===== config.mk =====
export PLATFORM = sky130hd
export DESIGN_NAME = d_mux_stream_n
export DESIGN_NICKNAME = d
export VERILOG_FILES = /design/src/rtl/d_mux_pkg.sv /design/src/rtl/d_mux_slot.sv /design/src/rtl/d_mux_stream_n.sv
export SDC_FILE = /design/constraint.sdc
export NUM_CORES = 1
export LEC_CHECK = 0
export BUFFER_PORTS_ARGS = -buffer_cell sky130_fd_sc_hd__buf_2
export CORE_UTILIZATION = 44
export CTS_CLUSTER_SIZE = 20
export DETAILED_ROUTE_END_ITERATION = 16
export PLACE_DENSITY = 0.75
export SYNTH_ARGS = -nofsm -noshare
export SYNTH_HDL_FRONTEND = slang
export SYNTH_SLANG_ARGS = --single-unit

===== constraint.sdc =====
create_clock -name clk -period 1.03 [get_ports clk]
set_input_delay 0.103 -clock clk [delete_from_list [all_inputs] [get_ports clk]]
set_output_delay 0.103 -clock clk [all_outputs]
set_load 0.02 [all_outputs]

===== src/rtl/d_mux_pkg.sv =====
// Shared types and helpers for the 1:N stream demultiplexer.
package d_mux_pkg;

  typedef enum logic {SLOT_EMPTY = 1'b0, SLOT_FULL = 1'b1} slot_state_t;

  // Select width: a 1-bit select is kept even for degenerate channel counts.
  function automatic int sel_w(input int n);
    return (n <= 2) ? 1 : $clog2(n);
  endfunction

endpackage


===== src/rtl/d_mux_slot.sv =====
// One-entry holding register for a single output channel.
module d_mux_slot
  import d_mux_pkg::*;
#(
  parameter int W = 8
) (
  input  logic         clk,
  input  logic         rst,
  input  logic         load,
  input  logic [W-1:0] data_in,
  input  logic         take,
  output logic         valid,
  output logic [W-1:0] data_out
);

  slot_state_t state;

  // load wins over take: a same-edge drain and refill leaves the slot full.
  always_ff @(posedge clk) begin
    if (rst) begin
      state    <= SLOT_EMPTY;
      data_out <= '0;
    end else if (load) begin
      state    <= SLOT_FULL;
      data_out <= data_in;
    end else if (take) begin
      state    <= SLOT_EMPTY;
    end
  end

  assign valid = (state == SLOT_FULL);

endmodule


===== src/rtl/d_mux_stream_n.sv =====
// 1:N demultiplexer with a one-entry slot per channel and valid/ready on both sides.
// Optional broadcast mode (in_bcast port) is enabled by defining D_MUX_BCAST_EN.
module d_mux_stream_n
  import d_mux_pkg::*;
#(
  parameter  int N  = 4,
  parameter  int W  = 8,
  localparam int SW = sel_w(N)
) (
  input  logic           clk,
  input  logic           rst,
  input  logic           in_valid,
  output logic           in_ready,
  input  logic [W-1:0]   in_data,
  input  logic [SW-1:0]  in_sel,
`ifdef D_MUX_BCAST_EN
  input  logic           in_bcast,
`endif
  output logic [N-1:0]   out_valid,
  input  logic [N-1:0]   out_ready,
  output logic [N*W-1:0] out_data,
  output logic           err
);

  logic [N-1:0] free;
  logic [N-1:0] hit;
  logic [N-1:0] load;
  logic         sel_ok;
  logic         uni_ready;
  logic         bcast;
  logic         accept;

`ifdef D_MUX_BCAST_EN
  assign bcast = in_bcast;
`else
  assign bcast = 1'b0;
`endif

  assign free = ~out_valid | out_ready;

  // Out-of-range selects match no channel, so they fall through as ready and unhit.
  always_comb begin
    hit       = '0;
    sel_ok    = 1'b0;
    uni_ready = 1'b1;
    for (int i = 0; i < N; i++) begin
      if (in_sel == SW'(i)) begin
        hit[i]    = 1'b1;
        sel_ok    = 1'b1;
        uni_ready = free[i];
      end
    end
  end

  assign in_ready = bcast ? (&free) : uni_ready;
  assign accept   = in_valid & in_ready;

  always_ff @(posedge clk) begin
    if (rst)
      err <= 1'b0;
    else if (accept & ~bcast & ~sel_ok)
      err <= 1'b1;
  end

  for (genvar i = 0; i < N; i++) begin : g_slot
    assign load[i] = accept & (bcast | hit[i]);

    d_mux_slot #(.W(W)) u_slot (
      .clk      (clk),
      .rst      (rst),
      .load     (load[i]),
      .data_in  (in_data),
      .take     (out_ready[i]),
      .valid    (out_valid[i]),
      .data_out (out_data[i*W +: W])
    );
  end

endmodule


==> summary.md <==
| Metric | Value |
|---|---|
| Final GP Congestion | 0.743 |
| Hold WC Path Type | input port to flip-flop |
| FF-to-FF setup slack | -0.12 ns |
| Max VDD drop | 861 uV |
| Leak | 1.03 nW |
| Synth Area per Inst | 10.9 um2 |
| DRC violations left | 0 |
| Critical path depth | 3 |
| Mapped Cells | 141 |
| Layout cell share with drive strength beyond 1 | 41.5% |
| Chip width | 61.2 um |
| Total Routing Usage GR | 18.4% |
| Setup TNS | -1.15 ns |
| H-Tree Level Count | 2 |
| Starting density of the core | 46.2% |
| Synthesized cell area | 1540 um2 |
| R2R cell count | 6 |
| Seq/Total Area, Yosys | 48.1% |
| Clock Path Buffers | 2 |
| R2R Path Start | g_slot[3].u_slot.valid$_SDFFE_PP0P_ |
| Via Count | 1179 |
| Number of global-route vias before repair | 1067 |
| Die height | 61.2 um |
| Initial antenna violation count | 0 |
| Worst Path Arrival | 1.36 ns |
| Root buf cell | clkbuf_4 |
| PortBufs | 54 |
| Tcrit/Tclk final | 142% |
| First-pass GRT wire length | 4840 um |
| Crit path capture type | output pin |
| Status | finished with violations |
| Vias per std cell | 4.79 |
| Hold_sp | in_valid |
| Row count | 21 |
| Worst skew pair latency | 0.33 ns |
| Slowest Stage Delay on Critical Path | 0.47 ns |
| Final core occ | 59.7% |
| Worst slew margin | 78.0% |
| F_max | 0.682 GHz |
| Critical path class | flip-flop to output pin |
| Die area | 3740 um2 |
| CP Data Required Time | 0.93 ns |
| Final ANT Viol Nets | 0 |
| Area growth from synthesis to layout | 29.1% |
| Drt initial violations | 40 |
| CTS tree | done |
| # nets final | 217 |
| First-pass DRT Iterations | 4 |
| Max Cap Violations | 0 |
| Post-DP HPWL | 2270 um |
| Fin area | 1990 um2 |
| Largest net degree at the start of global routing | 46 |
| # clock sinks | 37 |
| Reg-to-reg endpoint | g_slot[3].u_slot.data_out[6]$_SDFFE_PP0P_ |
| Worst slew pin tran | 0.329 ns |
| Worst hold path depth | 3 |
| Max-slew violation count | 0 |
| Layout Skew | 0.00404 ns |
| Worst Hold End | g_slot[1].u_slot.valid$_SDFFE_PP0P_ |
| Num ports | 55 |
| Failing checks | setup timing |
| Power Dens Cells | 1320 nW/um2 |
| CP bufs+invs | 1 |
| Final count of hold timing violations | 0 |
| #FFs+latches synth | 37 |
| Cell Area, Placed | 1890 um2 |
| WL/cell | 12.9 um |
| Critical path launch point type | flip-flop |
| Core area | 3340 um2 |
| Worst path top cell family by delay | multiplexers |
| N_diodes | 0 |
| Yosys warning count | 0 |
| Final min period | 1.47 ns |
| Final setup fails | 9 |
| WL final | 3180 um |
| RSZ-0062 raised after global routing | yes |
| Crit-path max FO | 2 |
| Worst-path clk slew | 0.10 ns |
| Final worst slack | -0.437 ns |
| Remaining Overflow, GRT | 0 |
| Cell Chain, Critical Path | nand2b_4 > mux4_2 > buf_6 |
| Yosys cell types | 18 |
| Slowest CP cell | mux4_2 |
| Syn_nets | 158 |
| CTS buffer count | 5 |
| Hold slack | 0.0894 ns |
layout make-up:
| class | instances | area [um2] |
|---|---|---|
| Timing Repair Buffer | 64 | 375 |
| Multi-Input combinational cell | 92 | 758 |
| Clock buffer | 7 | 55.1 |
| Fill cell | 305 | 1350 |
| Tap cell | 46 | 57.6 |
| Sequential cell | 37 | 744 |
metrics by stage:
step           std cells  total power [mW]  worst slack, ns
2_1_floorplan        141              1.76          0.00256
3_3_place_gp         238              1.88          -0.0931
3_5_place_dp         238              1.89           -0.125
4_1_cts              246              2.66           -0.474
5_1_grt              246              2.75           -0.508
6_report             246              2.62           -0.437
per-layer routing:
metal,vias up,wire length (um),GRT usage (%)
met5,-,0,0
met4,0,33,6.49
met3,4,184,7.56
met2,41,1580,29.3
met1,553,1370,22.3
li1,581,-,-
worst min-delay path: cells and delay by family:
kind	cells	cell delay, ns
and+or+nand+nor	1	0.10
AOI/OAI and AO/OA	1	0.07
buffers and inverters	1	0.11
power by group:
group	leakage, nW	internal, mW	switching [mW]
sequential	0.302	1.48	0.0260
combinational	0.700	0.171	0.193
clock	0.0314	0.322	0.426
total	1.03	1.97	0.646
logic make-up (layout without fill, tap and decap cells):
kind of cell / count (synthesis) / in the layout / share of synthesized area [%]
AOI/OAI and AO/OA: 4 / 4 / 1.30
muxes: 33 / 33 / 22.2
DFF: 37 / 37 / 48.1
and+or+nand+nor: 55 / 55 / 23.2
buffers and inverters: 12 / 71 / 5.19
Yosys cell counts:
cell | number | area (um2)
nand2b_1 | 45 | 282
buf_4 | 5 | 37.5
buf_6 | 2 | 22.5
and4_1 | 1 | 8.76
nand2b_4 | 1 | 13.8
clkbuf_2 | 1 | 5.00
nor2b_1 | 1 | 6.26
and2_1 | 1 | 6.26
clkbuf_1 | 4 | 15.0
or3b_2 | 1 | 8.76
nand2_1 | 1 | 3.75
nand3b_1 | 2 | 15.0
mux4_2 | 1 | 22.5
dfxtp_1 | 37 | 741
mux2i_1 | 32 | 320
nand4_1 | 1 | 6.26
nor3b_1 | 1 | 7.51
a21oi_1 | 4 | 20.0
worst max path at each step:
stage / startpoint / to / slack, ns
floorplan: g_slot[3].u_slot.valid$_SDFFE_PP0P_ / in_ready / 0.003
global placement: g_slot[3].u_slot.valid$_SDFFE_PP0P_ / in_ready / -0.09
detailed placement: g_slot[3].u_slot.valid$_SDFFE_PP0P_ / in_ready / -0.12
CTS: g_slot[1].u_slot.valid$_SDFFE_PP0P_ / in_ready / -0.47
global route: g_slot[1].u_slot.valid$_SDFFE_PP0P_ / in_ready / -0.51
finish: g_slot[1].u_slot.valid$_SDFFE_PP0P_ / in_ready / -0.44
timing repair:
item / in CTS / in global routing
pin swaps: 2 / 0
gates resized for setup: 11 / 3
hold buffers: 0 / 0
setup endpoints to repair: 21 / 25
buffers inserted: 1 / 1
sequential cells by signal, summed over array words and instances (netlist names):
| register | flops |
|---|---|
| g_slot.u_slot.valid | 4 |
| g_slot.u_slot.data_out | 32 |
| err | 1 |
placed cells by master, fill, tap and decap left out:
master / netlist / routed
dfxtp_1: 37 / 34
nor3b_1: 1 / 1
nand2_2: 0 / 1
nand2b_4: 1 / 5
clkbuf_8: 0 / 1
buf_4: 5 / 6
buf_2: 0 / 53
nand2b_1: 45 / 41
nor2b_1: 1 / 1
buf_12: 0 / 1
clkbuf_4: 0 / 5
nand3b_1: 2 / 2
a21oi_1: 4 / 4
and2_4: 0 / 1
mux4_2: 1 / 1
nand4_1: 1 / 1
dfxtp_2: 0 / 3
and4_4: 0 / 1
clkbuf_1: 4 / 1
mux2i_1: 32 / 32
or3b_2: 1 / 1
buf_6: 2 / 4
Note: power is estimated with default switching activity, not from simulation.
